`config.mk`:
```
export PLATFORM = sky130hd
export DESIGN_NAME = write_ptr_ctrl
export DESIGN_NICKNAME = d
export VERILOG_FILES = /design/src/rtl/write_ptr_ctrl.sv
export SDC_FILE = /design/constraint.sdc
export NUM_CORES = 1
export LEC_CHECK = 0
export CAP_MARGIN = 20
export CORE_UTILIZATION = 54
export DETAILED_ROUTE_END_ITERATION = 7
export GPL_TIMING_DRIVEN = 1
export PLACE_DENSITY = 0.86
export SYNTH_ARGS = -nofsm -noshare
export SYNTH_HDL_FRONTEND = slang
export SYNTH_SLANG_ARGS = --single-unit
```
`constraint.sdc`:
```
create_clock -name clk_i -period 8.8 [get_ports clk_i]
set_clock_uncertainty 0.2 [all_clocks]
set_input_delay 1.32 -clock clk_i [delete_from_list [all_inputs] [get_ports clk_i]]
set_output_delay 1.32 -clock clk_i [all_outputs]
set_load 0.02 [all_outputs]
```
`src/rtl/write_ptr_ctrl.sv`:
```
// Write-side pointer and full-flag logic for the async sample FIFO.
// Exports a Gray write pointer and derives full/almost-full/level from the synchronised read pointer.
module write_ptr_ctrl #(
    parameter int ADDR_SIZE = 8,
    parameter int AF_THRESH = 2**ADDR_SIZE - 4
) (
    input  logic                 clk_i,
    input  logic                 rst_i,
    input  logic                 inc_i,
    input  logic [ADDR_SIZE:0]   rd_gray_i,
    input  logic                 clr_ovf_i,
    output logic                 wr_en_o,
    output logic [ADDR_SIZE-1:0] addr_o,
    output logic [ADDR_SIZE:0]   ptr_o,
    output logic                 full_o,
    output logic                 almost_full_o,
    output logic [ADDR_SIZE:0]   level_o,
    output logic                 overflow_o
);

    localparam logic [ADDR_SIZE:0] LP_AF = (ADDR_SIZE+1)'(AF_THRESH);

    logic [ADDR_SIZE:0] r_bin;
    logic [ADDR_SIZE:0] r_gray;
    logic [ADDR_SIZE:0] r_rq1;
    logic [ADDR_SIZE:0] r_rq2;
    logic               r_full;
    logic               r_ovf;

    logic               w_accept;
    logic [ADDR_SIZE:0] w_bin_n;
    logic [ADDR_SIZE:0] w_gray_n;
    logic [ADDR_SIZE:0] w_full_tgt;
    logic [ADDR_SIZE:0] w_rq2_bin;
    logic [ADDR_SIZE:0] w_level;

    assign w_accept = inc_i & ~r_full;
    assign w_bin_n  = r_bin + {{ADDR_SIZE{1'b0}}, w_accept};
    assign w_gray_n = w_bin_n ^ (w_bin_n >> 1);

    // Full when the next write pointer is exactly one lap ahead of the synced read pointer.
    assign w_full_tgt = {~r_rq2[ADDR_SIZE:ADDR_SIZE-1], r_rq2[ADDR_SIZE-2:0]};

    always_comb begin
        w_rq2_bin = '0;
        for (int unsigned i = 0; i <= ADDR_SIZE; i++) begin
            w_rq2_bin[i] = ^(r_rq2 >> i);
        end
    end

    assign w_level = r_bin - w_rq2_bin;

    always_ff @(posedge clk_i or posedge rst_i) begin
        if (rst_i) begin
            r_bin  <= '0;
            r_gray <= '0;
            r_rq1  <= '0;
            r_rq2  <= '0;
            r_full <= 1'b0;
            r_ovf  <= 1'b0;
        end else begin
            r_bin  <= w_bin_n;
            r_gray <= w_gray_n;
            r_rq1  <= rd_gray_i;
            r_rq2  <= r_rq1;
            r_full <= (w_gray_n == w_full_tgt);
            if (inc_i & r_full) begin
                r_ovf <= 1'b1;
            end else if (clr_ovf_i) begin
                r_ovf <= 1'b0;
            end
        end
    end

    assign wr_en_o       = w_accept;
    assign addr_o        = r_bin[ADDR_SIZE-1:0];
    assign ptr_o         = r_gray;
    assign full_o        = r_full;
    assign level_o       = w_level;
    assign almost_full_o = (w_level >= LP_AF);
    assign overflow_o    = r_ovf;

endmodule

```
[Word level (Yosys, flattened, before mapping)]
Cells that the tools add are included.
W data, S select, Z words.
Cells by class
  add/sub/neg operators: 2
  magnitude comparators: 1
  equality and inequality tests: 1
  multiplexer cells: 2
  bitwise logic cells: 5
  reductions and logical operators: 10
Operators with widths (number)
  $reduce_xor A9 Y1: 9
  $add A9 B1 Y9: 1
  $eq A9 B9 Y1: 1
  $ge A9 B8 Y1 const B: 1
  $sub A9 B9 Y9: 1
  $xor A9 B8 Y9: 1
  $and A1 B1 Y1: 2
  $mux W1: 2
  $not A2 Y2: 1
  $reduce_bool A2 Y1: 1
  $not A1 Y1: 1
Word-level totals
  register bits after elaboration: 38
  bits of input ports: 13
  word-level logic and storage cells: 27

[Logic depth before layout (Yosys ltp)]
  depth in word-level cells: 5
  mapped depth: 15
  mapped depth without buffers: 15

[Least setup slack after synthesis]
No wires, ideal clock.
  path kind: register to output
  start: reg r_rq2[8]
  end: out almost_full_o
  arrival time: 3782 ps
  required time: 7280 ps
  path slack: 3498 ps
  cell stages (with the launch flop): 14
  buffers on the path: 0
  path through: dfrtp_1 xnor3_2 xor2_2 xnor2_2 xnor3_2 xnor2_2 inv_2 ha_1 nor2b_1 o31a_1 o31ai_1 a21boi_0 and4_1 o2bb2ai_1
On the way
  word-level cells in the longest chain between the ends: 3
  elaborated cells on any way between the ends: 11
  classes of those cells: add/sub: 1; order compare: 1; reduce/logical: 9
RTL lines
  from (decl): line 26  | logic [ADDR_SIZE:0] r_rq2;
  from (signal assigned): line 65  | r_rq2 <= r_rq1;
  $reduce_xor A9 Y1: line 47  | w_rq2_bin[i] = ^(r_rq2 >> i);
  $sub A9 B9 Y9 (*): line 51  | assign w_level = r_bin - w_rq2_bin;
  named net level_o[5]: line 17  | output logic [ADDR_SIZE:0] level_o,
  $ge A9 B8 Y1 (*): line 80  | assign almost_full_o = (w_level >= LP_AF);
  to (decl): line 16  | output logic almost_full_o,
The timed path passes the listed nets; every way through them passes the cells marked *.

[Final worst setup path]
  start: reg r_rq2[8]
  end: out almost_full_o
On the way
  word-level cells in the longest chain between the ends: 3
  elaborated cells on any way between the ends: 11
  classes of those cells: add/sub: 1; order compare: 1; reduce/logical: 9
RTL lines (line)
  $reduce_xor A9 Y1: 47
  $sub A9 B9 Y9 (*): 51
  $ge A9 B8 Y1 (*): 80
Every way passes the cells marked *; elsewhere a longest branch is shown, timed or not.

==> results.py <==
metrics = {
    "setup_path": {
        "cp.required_ns": 7.28,
        "cp.arrival_ns": 4.64,
        "critPathMaxStageDelay_ns": 0.61,
        "startpoint_type": "flop",
        "crit_path_max_fanout": 4,
        "end_kind": "primary output",
        "worstPathCellList": "xnor3_2 > xor2_2 > xnor2_2 > xnor3_2 > xnor2_2 > inv_2 > xnor2_2 > ha_1 > fa_1 > nor2b_1 > o31a_1 > o31a_1 > o21ai_0 > and3_1 > o2bb2ai_1 > clkdlybuf4s50_1",
        "cp_common_cell": "xnor2_2",
        "cp.buffers_inverters": 2,
        "cpMaxStageDelayCell": "clkdlybuf4s50_1",
        "path_delay_family": "XOR/XNOR gates",
        "path_class": "reg2out",
    },
    "global_route": {
        "grt_use_total_pct": 22.91,
        "overflow": 0,
        "antenna_found_initial": 0,
        "grt_max_degree": 38,
        "grt_pass1_wl_mm": 6.016,
        "grt_pass1_vias": 1298,
    },
    "synthesis": {
        "ys_seq_area_share_pct": 48.21,
        "syn-mean-instance-area_sq_um": 11.64,
        "synth-main-ff-cell": "dfrtp_1",
        "synth_cells": 165,
        "synth_warnings": 0,
        "synth_common_cells": "37 x dfrtp_1, 15 x xnor2_1, 14 x xor2_1",
        "yosysUniqueCellTypes": 36,
        "yosysMostFrequentCell": "dfrtp_1",
        "synth_edf_count": 0,
        "syn-cell-area_sq_um": 1921,
        "synth.net_count": 189,
        "synthArstFlopShare_pct": 100.0,
        "synth_area_leaders": "dfrtp_1 48%, xnor2_1 6.8%, ha_1 6.5%",
        "yosys.area.top_type": "dfrtp_1",
        "synth_seq_cells": 37,
        "synth_top_area_share_pct": 48.21,
    },
    "cts": {
        "ctsResizeCount": 0,
        "clk_path_buf_depth": 2,
        "numClockSinks": 37,
        "post_cts_buffers": 0,
        "cts_tree": "done",
        "hold_buffers": 0,
        "htreeDepth": 2,
        "root_buffer": "clkbuf_4",
        "cts_buffers": 5,
        "cts.clk_slew.worst_paths_ns": 0.10,
        "clk_latency_ns": 0.33,
    },
    "sta": {
        "hold_violations": 0,
        "worst_slew_pin_slew_ns": 0.4972,
        "rsz0062_at_grt": "no",
        "setup_viol": 0,
        "fmax_ghz": 0.1624,
        "min_period_ns": 6.157,
        "fin_tns_setup_ns": 0,
        "finalCritPeriodShare_pct": 69.97,
        "slew_violations": 0,
        "max_slew_margin_pct": 66.62,
    },
    "routing": {
        "wl_per_cell_um": 14.20,
        "drtPass1Iterations": 4,
        "vias": 1355,
        "drtIter0Drc": 53,
        "ant_nets": 0,
        "drt_wl_total_mm": 3.664,
        "drcViolationCount": 0,
        "vias_per_cell": 5.252,
    },
    "power_and_ir_drop": {
        "peakVddDrop_uv": 181.4,
        "power.density_nw_per_um2": 375.6,
        "p_leak_nw": 1.125,
    },
    "floorplan": {
        "num_rows": 21,
        "dieHeight_um": 61.64,
        "die_x_um": 61.64,
        "initial_utilization_pct": 57.11,
        "core_sq_um": 3363,
        "die-area_sq_um": 3799,
        "io_pins": 43,
    },
    "final_layout": {
        "final-seq-area_sq_um": 925.9,
        "final_cells": 258,
        "drive_gt1_share_pct": 6.132,
        "multi_input_comb_area_sq_um": 932.1,
        "syn_to_final_growth_pct": 26.91,
        "nFillCells": 241,
        "final_util_pct": 72.47,
        "n_antenna_cell": 0,
        "fin_nets": 235,
    },
    "placed_design": {
        "hpwlAfterDp_mm": 2.779,
        "gp_congestion": 0.8316,
        "place_inst": 250,
        "portBuffers": 42,
    },
    "worst_hold_path": {
        "hold_class": "reg2reg",
    },
    "job": {
        "cap_violations": 0,
    },
    "status": {
        "outcome": "complete, no violations",
    },
}
-- state kept, by name, summed over array words and instances (netlist names) --
name and cells:
full_o 1, overflow_o 1, ptr_o 8, r_bin 9
r_rq1 9, r_rq2 9
-- cell families after synthesis --
| family | share of synthesized area (%) |
|---|---|
| AOI/OAI and AO/OA | 10.16 |
| xor gates and xnor gates | 21.43 |
| adders and majority gates | 7.557 |
| buffers and inverters | 3.257 |
| DFF | 48.21 |
| muxes | 0.5212 |
| and+or+nand+nor | 8.861 |
-- power by group --
group / total (mW) / internal, mW / switching [mW] / leakage [nW]
Sequential: 0.249 / 0.207 / 0.0423 / 0.451
Clock: 0.0812 / 0.0318 / 0.0493 / 0.0265
Combinational: 0.585 / 0.285 / 0.301 / 0.648
Total: 0.915 / 0.523 / 0.392 / 1.13
-- worst reg2reg max path, stage by stage, from the launching register on --
cell	delay [ns]
dfrtp_1	0.40
nor2b_1	0.16
ha_1	0.26
ha_1	0.37
xnor2_1	0.24
xnor2_1	0.12
or3_1	0.36
a211o_1	0.31
nor4_1	0.33
-- placed cells by master, fill, tap and decap left out, types with 5 or more instances in the layout --
cell type,n
a21oi_1,9
clkbuf_4,5
clkdlybuf4s50_1,42
dfrtp_1,37
ha_1,10
inv_1,11
nand2_1,7
nor2_1,9
o21a_1,5
o21ai_0,5
xnor2_1,15
xor2_1,14
-- area by class of cell --
cell class	count	share of cell area [%]
Multi-Input combinational cell	112	38.24
Sequential cell	37	37.99
Timing Repair Buffer	43	17.56
Tap cell	46	2.361
Clock buffer	8	2.002
Inverter	12	1.848
-- stage by stage --
stage	power (mW)	worst slack (ns)	hold WS, ns	instance area (sq um)
floorplan	0.6192	3.498	0.1312	1921
global placement	0.8129	3.205	0.1329	2389
detailed placement	0.8320	3.008	0.1358	2389
CTS	0.9195	2.626	0.1497	2437
global route	0.9853	2.328	0.1665	2437
finish	0.9154	2.643	0.1462	2437
-- metal layers --
metal / share of wire, % / global-route usage (%)
met5: 0 / 0
met4: 2.1 / 9.206
met3: 4.3 / 5.672
met2: 50 / 37.48
met1: 43 / 29.39
-- final timing paths --
check | from | endpoint | slack (ns) | depth (start not counted)
worst min-delay path | r_rq1[1] | r_rq2[1] | 0.15 | 0
max in group asynchronous | rst_i | r_rq1[4] | 6.87 | 3
worst min register to register | r_rq1[1] | r_rq2[1] | 0.15 | 0
worst max register to register | full_o | full_o | 5.93 | 8
worst max-delay path | r_rq2[8] | almost_full_o | 2.64 | 16
min in group asynchronous | rst_i | r_rq2[0] | 1.22 | 3
Note: power is estimated with default switching activity, not from simulation.
==> variant 1: new RTL, same settings <==
Set the parameter `ADDR_SIZE` to 9 (it was 8).
--- a/src/rtl/write_ptr_ctrl.sv
+++ b/src/rtl/write_ptr_ctrl.sv
@@ -2,5 +2,5 @@
 // Exports a Gray write pointer and derives full/almost-full/level from the synchronised read pointer.
 module write_ptr_ctrl #(
-    parameter int ADDR_SIZE = 8,
+    parameter int ADDR_SIZE = 9,
     parameter int AF_THRESH = 2**ADDR_SIZE - 4
 ) (
Ports: changed (resized addr_o, level_o, ptr_o and rd_gray_i); port bits go from 43 to 47. No check against the original RTL was run, so the function may have changed too.
==> variant 1 against the original RTL <==
Routed wire length up 15%; worst setup slack worse by 0.22 ns; critical path depth is the same; synthesized area rose by 14%; cell area up 16%; maximum frequency shrank 3.5%; clock power increased by 88%; sequential share of layout area fell by 1.6 points; sequential cell count up 4; total power up 18%; largest cell class unchanged.
==> variant 1: results (changes against the original RTL) <==
DP Wirelength: 2980 µm (was 2780 µm)
clk slew on worst S/H paths: 0.08 ns (was 0.10 ns)
Primary FF master, synth: dfrtp_1 (unchanged)
Iteration-0 DRC Markers: 105 (was 53)
Relative slew margins: 63.2% (was 66.6%)
Reg-to-Reg End: full_o (unchanged)
worst hold stages: 0 (unchanged)
CP max FO: 4 (unchanged)
syn nets: 214 (was 189)
top post-synthesis cells by count: dfrtp_1 (41), xnor2_1 (29), inv_1 (13) (was dfrtp_1 (37), xnor2_1 (15), xor2_1 (14))
via count of the first global-routing pass: 1549 (was 1298)
first-pass GRT wire length: 7130 µm (was 6020 µm)
status: finished, final reports clean (unchanged)
clock root cell: clkbuf_8 (was clkbuf_4)
reg2reg start: full_o (unchanged)
filler instances: 242 (was 241)
Hold EP: r_rq2[0] (was r_rq2[1])
cts repair resizes: 0 (unchanged)
ANT cells: 0 (unchanged)
GRT Util Overall: 22.5% (was 22.9%)
vias per cell: 5.50 (was 5.25)
ys async rst share: 100% (unchanged)
number of nets in the layout: 266 (was 235)
clk buf depth: 2 (unchanged)
setup repair bufs after CTS: 0 (unchanged)
gpl congestion: 0.871 (was 0.832)
Port Buffer Count: 46 (was 42)
initial antenna violation count: 0 (unchanged)
placed cell areas: 2700 µm² (was 2390 µm²)
Top Registers: r_bin x10, r_rq1 x10, r_rq2 x10 (was r_bin x9, r_rq1 x9, r_rq2 x9)
Worst Reg2Reg Path Length in Cells: 9 (was 8)
WL/cell: 14.6 µm (was 14.2 µm)
pin count of the biggest net entering global routing: 42 (was 38)
hold_ws: 0.153 ns (was 0.146 ns)
Worst VDD drop: 0.197 mV (was 0.181 mV)
total CTS buffers: 5 (unchanged)
P_leak: 0.00124 µW (was 0.00113 µW)
Yosys warnings: 0 (unchanged)
worst min path class: reg -> reg (unchanged)
Slew Limit Fails: 0 (unchanged)
H-tree depth: 2 (unchanged)
Switching Share: 41.1% (was 42.9%)
Hold Path Origin: r_rq1[0] (was r_rq1[1])
Pre-Repair DR Iteration Count: 4 (unchanged)
register area share after synthesis: 47.0% (was 48.2%)
Critical Path AT: 4.86 ns (was 4.64 ns)
largest cells by area after synthesis: dfrtp_1 (47%), xnor2_1 (12%), ha_1 (6.3%) (was dfrtp_1 (48%), xnor2_1 (6.8%), ha_1 (6.5%))
R2R Setup Slk: 5.89 ns (was 5.93 ns)
Synth cell types: 43 (was 36)
Skew-Pair Late Insertion Delay: 0.29 ns (was 0.33 ns)
share of post-route cells with drive strength above 1: 6.22% (was 6.13%)
-- variant 1: area by class of cell --
| cell class | instances | area (µm²) | area share, % |
|---|---|---|---|
| Clock inverter | 1 | 30.0 | 1.07 |
| Sequential cell | 41 | 1030 | 36.4 |
| Inverter | 13 | 48.8 | 1.73 |
| Clock buffer | 7 | 86.3 | 3.06 |
| Multi-Input combinational cell | 132 | 1100 | 39.0 |
| Timing Repair Buffer | 47 | 468 | 16.6 |
| Tap cell | 48 | 60.1 | 2.13 |
-- variant 1: power groups by stage --
stage | clock [µW] | combinational, µW | sequential (µW)
after floorplan | 0 | 396 | 295
after global placement | 0 | 643 | 268
after detailed placement | 0 | 654 | 268
after CTS | 155 | 664 | 266
after global routing | 165 | 715 | 272
final | 153 | 660 | 266
-- variant 1: metal layers --
layer	global-route usage (%)	wire length, µm	vias up	part of all wire (%)
li1	-	-	754	-
met1	31.2	1990	786	47
met2	35.1	2030	43	48
met3	3.82	142	7	3.4
met4	9.24	55	0	1.3
met5	0	0	-	0
-- variant 1: worst max-delay path: stages (launching register included) --
cell and delay [ns]:
dfrtp_1 0.41, xnor3_2 0.48, xor2_2 0.24, xor2_2 0.22, xor2_2 0.22, xor2_2 0.27, xnor2_1 0.15, ha_1 0.18
inv_1 0.05, fa_1 0.42, a21o_1 0.20, a21oi_1 0.16, xnor2_1 0.16, nor4bb_1 0.44, nand4_1 0.14, a22oi_1 0.20
clkdlybuf4s50_1 0.62
-- variant 1: kinds of logic after synthesis --
logic type / share of synthesized area, %
compound gates: 10.1
flops: 47.0
buf+inv: 2.58
simple gates: 10.3
mux: 0.917
xor+xnor: 21.8
fa+ha+maj: 7.22
-- variant 1: worst max-delay path by stage --
stage | to | startpoint | slack, ns | cells past startpoint
3_3_place_gp | almost_full_o | r_rq2[8] | 2.90 | 16
6_report | almost_full_o | r_rq2[8] | 2.42 | 16
3_5_place_dp | almost_full_o | r_rq2[8] | 2.78 | 16
5_1_grt | almost_full_o | r_rq2[8] | 2.03 | 16
2_1_floorplan | almost_full_o | r_rq2[8] | 3.25 | 15
4_1_cts | almost_full_o | r_rq2[8] | 2.40 | 16
-- variant 1: stage by stage --
stage	cells	util [%]	setup WS, ns
after global placement	281	71.7	2.90
after global routing	289	74.8	2.03
after detailed placement	281	71.7	2.78
final	289	74.8	2.42
after floorplan	188	-	3.25
after CTS	289	74.8	2.40
==> variant 2: new RTL, same settings <==
Without the edit above. Put a register stage on the output `level_o`, cleared by the reset. The value now appears one clock later. The other outputs are not delayed to match.
--- a/src/rtl/write_ptr_ctrl.sv
+++ b/src/rtl/write_ptr_ctrl.sv
@@ -77,5 +77,11 @@
     assign ptr_o         = r_gray;
     assign full_o        = r_full;
-    assign level_o       = w_level;
+    always_ff @(posedge clk_i or posedge rst_i) begin
+        if (rst_i) begin
+            level_o <= '0;
+        end else begin
+            level_o <= w_level;
+        end
+    end
     assign almost_full_o = (w_level >= LP_AF);
     assign overflow_o    = r_ovf;
Check against the original RTL: not equivalent (Yosys sat finds a counterexample within 4 cycles, from zero or initial values and one cycle with rst_i high).
==> variant 2 against the original RTL <==
Synthesized area grew 12%; routed wire length grew 13%; critical path type unchanged; worst setup slack lost 0.042 ns; die area grew 11%; synthesized cell count grew 5.5%; highest routed layer unchanged; final cell count grew 4.3%; core utilization grew 0.46 points; cell area grew 12%; largest cell class is now flip-flops and latches; clock power grew 92%; total power grew 8.3%; sequential cell count grew 9.
==> variant 2: results (changes against the original RTL) <==
Worst VDD drop: 0.225 mV (was 0.181 mV)
status: finished, final reports clean (unchanged)
Via Count: 1455 (was 1355)
post-synthesis cell count: 174 (was 165)
# placed instances: 261 (was 250)
Internal Pwr Total: 600 µW (was 523 µW)
reg2reg start: r_rq2[8] (was full_o)
DP Wirelength: 2890 µm (was 2780 µm)
Slew Limit Fails: 0 (unchanged)
worst hold stages: 0 (unchanged)
first-pass GRT wire length: 6870 µm (was 6020 µm)
Iteration-0 DRC Markers: 71 (was 53)
gpl congestion: 0.821 (was 0.832)
filler instances: 264 (was 241)
net switching power: 391 µW (was 392 µW)
Reg-to-Reg End: level_o[8] (was full_o)
P_leak: 0.00125 µW (was 0.00113 µW)
P_comb: 514 µW (was 585 µW)
Worst-Margin Slew: 0.552 ns (was 0.497 ns)
Yosys warnings: 0 (unchanged)
pin count of the biggest net entering global routing: 47 (was 38)
total wire length: 4120 µm (was 3660 µm)
share of post-route cells with drive strength above 1: 7.24% (was 6.13%)
R2R Setup Slk: 4.80 ns (was 5.93 ns)
GRT Util Overall: 22.5% (was 22.9%)
vias per cell: 5.41 (was 5.25)
syn nets: 198 (was 189)
register area share after synthesis: 53.6% (was 48.2%)
Hold EP: r_rq2[3] (was r_rq2[1])
Hold Path Origin: r_rq1[3] (was r_rq1[1])
sequential share of power: 32.3% (was 27.2%)
number of nets in the layout: 244 (was 235)
initial antenna violation count: 0 (unchanged)
clock root cell: clkbuf_8 (was clkbuf_4)
largest cells by area after synthesis: dfrtp_1 (54%), xnor2_1 (6.1%), ha_1 (5.8%) (was dfrtp_1 (48%), xnor2_1 (6.8%), ha_1 (6.5%))
Skew-Pair Late Insertion Delay: 0.30 ns (was 0.33 ns)
Worst Reg2Reg Path Length in Cells: 15 (was 8)
clk slew on worst S/H paths: 0.09 ns
top post-synthesis cells by count: dfrtp_1 (46), xnor2_1 (15), xor2_1 (14) (was dfrtp_1 (37), xnor2_1 (15), xor2_1 (14))
Critical Path Max Stage Delay: 0.61 ns (about the same)
==> variant 2: layout make-up <==
class,instances,share of cell area (%)
Clock buffer,5,2.52
Clock inverter,3,1.65
Inverter,12,1.65
Multi-Input combinational cell,112,34.1
Sequential cell,46,42.2
Tap cell,48,2.20
Timing Repair Buffer,43,15.7
==> variant 2: metrics by stage <==
step	utilization, %	cell area [µm²]	setup slack [ns]	hold slack [ns]
floorplan	-	2150	3.70	0.131
global placement	69.9	2620	3.20	0.132
detailed placement	69.9	2620	2.99	0.138
CTS	72.9	2730	2.58	0.156
global route	72.9	2730	2.36	0.168
finish	72.9	2730	2.60	0.154
==> variant 2: how the worst max path moves through the flow <==
stage,startpoint,endpoint,cells after the start
final,r_rq2[8],almost_full_o,16
after global routing,r_rq2[8],almost_full_o,16
after floorplan,r_rq2[8],almost_full_o,15
after detailed placement,r_rq2[8],almost_full_o,16
after CTS,r_rq2[8],almost_full_o,16
after global placement,r_rq2[8],almost_full_o,16
==> variant 2: routing by layer <==
metal  vias to the layer above  wire length (µm)  track usage [%]  share of wire, %
met1                       714              1610             24.7                39
met3                        14               192             6.51               4.7
met2                        51              2200             40.0                53
met4                         0               118             10.3               2.9
li1                        676                 -                -                 -
met5                         -                 0                0                 0
==> variant 2: logic make-up (layout without fill, tap and decap cells) <==
group                    count (synthesis)  in the layout  share of synthesized area (%)
flip-flops                              46             46                           53.6
multiplexers                             1              1                          0.466
AO/OA/AOI/OAI                           30             30                           9.10
buffers and inverters                   16             63                           2.92
AND/OR/NAND/NOR                         33             33                           7.93
adder cells (fa/ha/maj)                 11             11                           6.76
XOR/XNOR                                37             37                           19.2
